===== config.mk =====
export PLATFORM = sky130hd
export DESIGN_NAME = crossing_controller
export DESIGN_NICKNAME = d
export VERILOG_FILES = /design/src/rtl/crossing_pkg.sv /design/src/rtl/phase_timer.sv /design/src/rtl/crossing_controller.sv
export SDC_FILE = /design/constraint.sdc
export NUM_CORES = 1
export LEC_CHECK = 0
export ABC_AREA = 1
export CAP_MARGIN = 30
export CORE_ASPECT_RATIO = 1.1
export CORE_MARGIN = 2
export CORE_UTILIZATION = 47
export CTS_CLUSTER_SIZE = 14
export DETAILED_ROUTE_END_ITERATION = 7
export PLACE_DENSITY = 0.7
export SETUP_SLACK_MARGIN = 0.02
export SYNTH_ARGS = -nofsm -noshare
export SYNTH_HDL_FRONTEND = slang
export SYNTH_SLANG_ARGS = --single-unit

===== constraint.sdc =====
create_clock -name clock -period 1.36 [get_ports clock]
set_input_delay 0.408 -clock clock [delete_from_list [all_inputs] [get_ports clock]]
set_output_delay 0.408 -clock clock [all_outputs]
set_load 0.1 [all_outputs]

===== src/rtl/crossing_pkg.sv =====
// Shared state codes, lamp patterns and lamp bit positions for the crossing controller.
package crossing_pkg;

   typedef enum logic [2:0] {
      ST_RGREEN   = 3'd0,
      ST_AMBER    = 3'd1,
      ST_ALLRED   = 3'd2,
      ST_WALK     = 3'd3,
      ST_FLASH    = 3'd4,
      ST_REDAMBER = 3'd5
   } state_e;

   localparam int unsigned LAMP_ROAD_RED   = 4;
   localparam int unsigned LAMP_ROAD_AMBER = 3;
   localparam int unsigned LAMP_ROAD_GREEN = 2;
   localparam int unsigned LAMP_CROSS_STOP = 1;
   localparam int unsigned LAMP_CROSS_GO   = 0;

   localparam logic [4:0] LS_RGREEN   = 5'b00110;
   localparam logic [4:0] LS_AMBER    = 5'b01010;
   localparam logic [4:0] LS_ALLRED   = 5'b10010;
   localparam logic [4:0] LS_WALK     = 5'b10001;
   localparam logic [4:0] LS_FLASH    = 5'b10001;
   localparam logic [4:0] LS_REDAMBER = 5'b11010;

endpackage


===== src/rtl/phase_timer.sv =====
// Generic phase down-counter: load on demand, otherwise decrement and hold at zero.
module phase_timer #(
   parameter int               CNT_W   = 8,
   parameter logic [CNT_W-1:0] RST_VAL = {CNT_W{1'b0}}
) (
   input  logic             clock,
   input  logic             reset,
   input  logic             load_i,
   input  logic [CNT_W-1:0] load_val_i,
   output logic [CNT_W-1:0] count_d_o,
   output logic             zero_o
);

   logic [CNT_W-1:0] count_q;
   logic [CNT_W-1:0] count_d;

   // next count: load wins, else saturating decrement
   always_comb begin
      count_d = count_q;
      if (load_i) begin
         count_d = load_val_i;
      end else if (count_q != {CNT_W{1'b0}}) begin
         count_d = count_q - {{(CNT_W-1){1'b0}}, 1'b1};
      end else begin
         count_d = count_q;
      end
   end

   // counter register
   always_ff @(posedge clock) begin
      if (reset) begin
         count_q <= RST_VAL;
      end else begin
         count_q <= count_d;
      end
   end

   assign count_d_o = count_d;
   assign zero_o    = (count_q == {CNT_W{1'b0}});

endmodule


===== src/rtl/crossing_controller.sv =====
// Timed-phase pedestrian/cyclist crossing controller with latched request and WAIT lamp.
// Define CROSS_FLASH_EN to make the go lamp blink during the FLASH phase.
module crossing_controller
   import crossing_pkg::*;
#(
   parameter int NREQ        = 2,
   parameter int CNT_W       = 8,
   parameter int T_GREEN_MIN = 8,
   parameter int T_AMBER     = 3,
   parameter int T_ALLRED    = 2,
   parameter int T_WALK      = 6,
   parameter int T_FLASH     = 4,
   parameter int T_REDAMBER  = 2
) (
   input  logic            clock,
   input  logic            reset,
   input  logic [NREQ-1:0] start,
   output logic [4:0]      lightseq,
   output logic            wait_lamp,
   output logic [2:0]      phase
);

   localparam logic [CNT_W-1:0] LD_GREEN    = CNT_W'(T_GREEN_MIN - 1);
   localparam logic [CNT_W-1:0] LD_AMBER    = CNT_W'(T_AMBER - 1);
   localparam logic [CNT_W-1:0] LD_ALLRED   = CNT_W'(T_ALLRED - 1);
   localparam logic [CNT_W-1:0] LD_WALK     = CNT_W'(T_WALK - 1);
   localparam logic [CNT_W-1:0] LD_FLASH    = CNT_W'(T_FLASH - 1);
   localparam logic [CNT_W-1:0] LD_REDAMBER = CNT_W'(T_REDAMBER - 1);

   state_e           state_q;
   state_e           state_d;
   logic             pending_q;
   logic             pending_d;
   logic [4:0]       lightseq_q;
   logic [4:0]       lightseq_d;
   logic             load_s;
   logic [CNT_W-1:0] load_val_s;
   logic [CNT_W-1:0] cnt_next_s;
   logic             zero_s;
   logic             req_s;
   logic             unused_cnt_s;

   assign req_s = |start;

   phase_timer #(
      .CNT_W   (CNT_W),
      .RST_VAL (LD_GREEN)
   ) u_timer (
      .clock      (clock),
      .reset      (reset),
      .load_i     (load_s),
      .load_val_i (load_val_s),
      .count_d_o  (cnt_next_s),
      .zero_o     (zero_s)
   );

   // phase sequencing; every state entry reloads the timer with that phase's length
   always_comb begin
      state_d    = state_q;
      load_s     = 1'b0;
      load_val_s = LD_GREEN;
      case (state_q)
         ST_RGREEN: begin
            if (zero_s && (pending_q || req_s)) begin
               state_d    = ST_AMBER;
               load_s     = 1'b1;
               load_val_s = LD_AMBER;
            end else begin
               state_d = ST_RGREEN;
            end
         end
         ST_AMBER: begin
            if (zero_s) begin
               state_d    = ST_ALLRED;
               load_s     = 1'b1;
               load_val_s = LD_ALLRED;
            end else begin
               state_d = ST_AMBER;
            end
         end
         ST_ALLRED: begin
            if (zero_s) begin
               state_d    = ST_WALK;
               load_s     = 1'b1;
               load_val_s = LD_WALK;
            end else begin
               state_d = ST_ALLRED;
            end
         end
         ST_WALK: begin
            if (zero_s) begin
               state_d    = ST_FLASH;
               load_s     = 1'b1;
               load_val_s = LD_FLASH;
            end else begin
               state_d = ST_WALK;
            end
         end
         ST_FLASH: begin
            if (zero_s) begin
               state_d    = ST_REDAMBER;
               load_s     = 1'b1;
               load_val_s = LD_REDAMBER;
            end else begin
               state_d = ST_FLASH;
            end
         end
         ST_REDAMBER: begin
            if (zero_s) begin
               state_d    = ST_RGREEN;
               load_s     = 1'b1;
               load_val_s = LD_GREEN;
            end else begin
               state_d = ST_REDAMBER;
            end
         end
         default: begin
            state_d    = ST_RGREEN;
            load_s     = 1'b1;
            load_val_s = LD_GREEN;
         end
      endcase
   end

   // a press in the cycle that enters WALK is already being served
   always_comb begin
      if ((state_d == ST_WALK) && (state_q != ST_WALK)) begin
         pending_d = 1'b0;
      end else if (req_s) begin
         pending_d = 1'b1;
      end else begin
         pending_d = pending_q;
      end
   end

   // lamp pattern for the upcoming state, registered so the lamps change with the phase
   always_comb begin
      lightseq_d = LS_ALLRED;
      case (state_d)
         ST_RGREEN:   lightseq_d = LS_RGREEN;
         ST_AMBER:    lightseq_d = LS_AMBER;
         ST_ALLRED:   lightseq_d = LS_ALLRED;
         ST_WALK:     lightseq_d = LS_WALK;
         ST_FLASH: begin
            lightseq_d = LS_FLASH;
`ifdef CROSS_FLASH_EN
            lightseq_d[LAMP_CROSS_GO]   = cnt_next_s[0];
            lightseq_d[LAMP_CROSS_STOP] = 1'b0;
`endif
         end
         ST_REDAMBER: lightseq_d = LS_REDAMBER;
         default:     lightseq_d = LS_ALLRED;
      endcase
   end

`ifdef CROSS_FLASH_EN
   assign unused_cnt_s = ^cnt_next_s[CNT_W-1:1];
`else
   assign unused_cnt_s = ^cnt_next_s;
`endif

   // state, request flag and lamp registers
   always_ff @(posedge clock) begin
      if (reset) begin
         state_q    <= ST_RGREEN;
         pending_q  <= 1'b0;
         lightseq_q <= LS_RGREEN;
      end else begin
         state_q    <= state_d;
         pending_q  <= pending_d;
         lightseq_q <= lightseq_d;
      end
   end

   assign lightseq  = lightseq_q;
   assign wait_lamp = pending_q;
   assign phase     = state_q;

endmodule


==> summary.md <==
| Metric | Value |
|---|---|
| Violated checks | negative setup slack |
| Fillers | between 100 and 150 |
| Post-Syn Area | approximately 900 um^2 |
| Post-CTS Hold Buffers | 0 |
| CP required | 1.57 ns |
| Ant diodes | 0 |
| Fmax | a little over 700 MHz |
| RSZ-0062 raised after global routing | true |
| Worst-path clk slew | ~0.11 ns |
| First-pass GRT wire length | approximately 3900 um |
| DP Wirelength | 1796 um |
| Die area | around 2300 um^2 |
| Startpoint Class | register |
| Layout cells sized above 1 | 0.4941 |
| Power, Total | around 980 uW |
| Fin util | 0.8301 |
| # clock sinks | 17 |
| Count of cell types in the netlist | 20 |
| Nets@finish | 177 |
| Post-route setup TNS | -0.05506 ns |
| Worst path arrival time | approximately 1.6 ns |
| PD cells | roughly 660 nW/um^2 |
| Final hold violations | 0 |
| Peak VDD IR | approximately 0.64 mV |
| Via-to-Cell Ratio | 5.362 |
| # H-tree levels | 1 |
| Synth Register Bits | 17 |
| Syn_area_per_cell | about 6.8 um^2 |
| Gr ovfl total | 0 |
| Worst rel slew slack | 0.7782 |
| Initial Utilization | 0.5042 |
| Site row count | 16 |
| Status | finished, violations left |
| Max Clock Skew | 0.005825 ns |
| Pin count of the biggest net entering global routing | 11 |
| # IOs | 13 |
| Clock root buffer | clkbuf_4 |
| Mapped Cells | 133 |
| GRT Overall Usage | 0.2379 |
| Register area share after synthesis | 0.3788 |
| Setup Viol. Count Final | 1 |
| Post-Route WL | around 2800 um |
| Worst Hold Class | register to register |
| Layout area overhead | 64.62% |
| WS Path Type | register to register |
| Worst slack, placed | -0.3624 ns |
| Critical Path Fanout Max | 6 |
| Number of global-route vias before repair | about 960 |
| Fin crit share | 1.040 |
| Per-cell routed wire length | approximately 15 um |
| Placer's final routability congestion estimate | 0.8825 |
| Final Critical Period | ~1.4 ns |
| Leak | around 0.68 nW |
| DR vias | 1,008 |
| Die width | approximately 46 um |
| Worst hold slack | roughly 0.65 ns |
| Final worst slack | -0.05506 ns |
| Core area | approximately 1800 um^2 |
| Post-synth top area share | 0.3788 |
| Cell accounting for the most synthesized area | dfxtp_1 |
| Clock Latency Late Sink | ~0.30 ns |
| Max-capacitance violation count | 0 |
| Yosys warnings | 0 |
| Max-slew violations | 0 |
| CP Capture Type | register |
| Synthesized Nets | 139 |
| Initial DRC count | 36 |
| Initial antenna violation count | 0 |
| Residual DRC count | 0 |
| Max Root-Sink Buffers | 2 |
| IO buf count | 12 |
| Synth area leaders | dfxtp_1, nand2_1, nor2_1, inv_1, a21oi_1 |
| Worst-Margin Slew | approximately 0.33 ns |
| Die Y | roughly 50 um |
| TritonCTS Buffers | 3 |
| CTS tree | yes |
| Drt first pass iters | 4 |
| Antenna Nets Post-Route | 0 |
sequential cells by signal, indices dropped and copies added (netlist names):
register         flops
u_timer.count_q      8
phase                3
wait_lamp            1
lightseq             5
Yosys cell counts:
cell type,n
o211ai_1,4
nand2_2,4
dfxtp_1,17
nand4_1,3
o21ai_1,1
nor2_1,20
inv_1,18
nor4_1,1
xnor2_1,2
nor3_1,5
nor2_4,2
nand2_1,29
nor2_2,3
nand3_1,8
o21ai_0,2
ha_1,2
a21oi_1,8
a31oi_1,1
inv_2,2
a21oi_2,1
power by group:
group	internal, mW	switching (mW)
registers	0.505	0.0104
clock network	0.110	0.177
logic	0.0768	0.0981
layout make-up:
class / instances / area, um^2 / area share
Inverter: 20 / 80.08 / 0.05415
Multi-Input combinational cell: 96 / 611.8 / 0.4137
Sequential cell: 17 / 359.1 / 0.2428
Clock buffer: 3 / 22.52 / 0.01523
Clock inverter: 1 / 5.005 / 0.003384
Tap cell: 18 / 22.52 / 0.01523
Timing Repair Buffer: 33 / 377.9 / 0.2555
layout by cell type (no fill, tap or decap), types with 2 or more instances in the layout:
master           netlist  final
a21oi_1                8      7
nand2_4                0      5
nor2_2                 3      9
inv_4                  0      2
nor3_2                 0      2
clkdlybuf4s50_1        0      2
xnor2_1                2      2
dfxtp_1               17     10
nand2_1               29     22
nand3_2                0      2
clkbuf_4               0      3
dfxtp_4                0      4
nor2_4                 2      4
buf_6                  0      2
inv_1                 18     11
a21oi_2                1      2
nand3_1                8      6
inv_2                  2      7
dfxtp_2                0      3
nor3_1                 5      2
o211ai_1               4      4
nand2_2                4      6
nor2_1                20     12
o21ai_1                1      2
buf_4                  0     19
buf_12                 0      9
nand4_1                3      3
routing by layer:
metal | GRT usage | wire length (um) | share of wire | up-vias
met2 | 0.4108 | 1483 | 0.53 | 42
met5 | 0 | 0 | 0 | -
met4 | 0.1520 | 109 | 0.039 | 0
met1 | 0.2540 | 1076 | 0.38 | 447
li1 | - | - | - | 505
met3 | 0.03663 | 139 | 0.050 | 14
worst paths after layout:
kind / from / cells after the start / slack (ns) / end
hold reg to reg: u_timer.count_q[5] / 3 / 0.65 / u_timer.count_q[5]
hold / removal: u_timer.count_q[5] / 3 / 0.65 / u_timer.count_q[5]
setup reg to reg: u_timer.count_q[1] / 11 / -0.06 / u_timer.count_q[2]
setup / recovery: u_timer.count_q[1] / 11 / -0.06 / u_timer.count_q[2]
kinds of logic (layout without fill, tap and decap cells):
group                      count (synthesis)  count (layout)  share of synthesized area
buffers and inverters                     20              57                    0.08356
DFF                                       17              17                     0.3788
xor gates and xnor gates                   2               2                    0.01950
AOI/OAI and AO/OA                         17              17                     0.1114
adders and majority gates                  2               2                    0.02785
and+or+nand+nor                           75              75                     0.3788
stage by stage:
step	area, um^2	instances
6_report	1479	188
5_1_grt	1479	188
4_1_cts	1405	188
3_5_place_dp	1321	182
3_3_place_gp	1321	182
2_1_floorplan	945.9	133
worst max-delay path, cell delays in order (launching register included):
cell and delay [ns]:
dfxtp_2 0.34, inv_2 0.07, ha_4 0.15, nand2_4 0.07, inv_4 0.07, nand2_4 0.08
nand2_1 0.12, nand2_1 0.08, nor2_1 0.14, nand3_2 0.09, nand2_1 0.07, nand2_1 0.05
what timing repair did:
item | CTS | global route
resized for setup | 16 | 23
buffers inserted | 2 | 0
setup endpoints to repair | 15 | 16
pin swaps | 5 | 7
endpoints found under the hold margin | 0 | 0
Note: power is estimated with default switching activity, not from simulation.
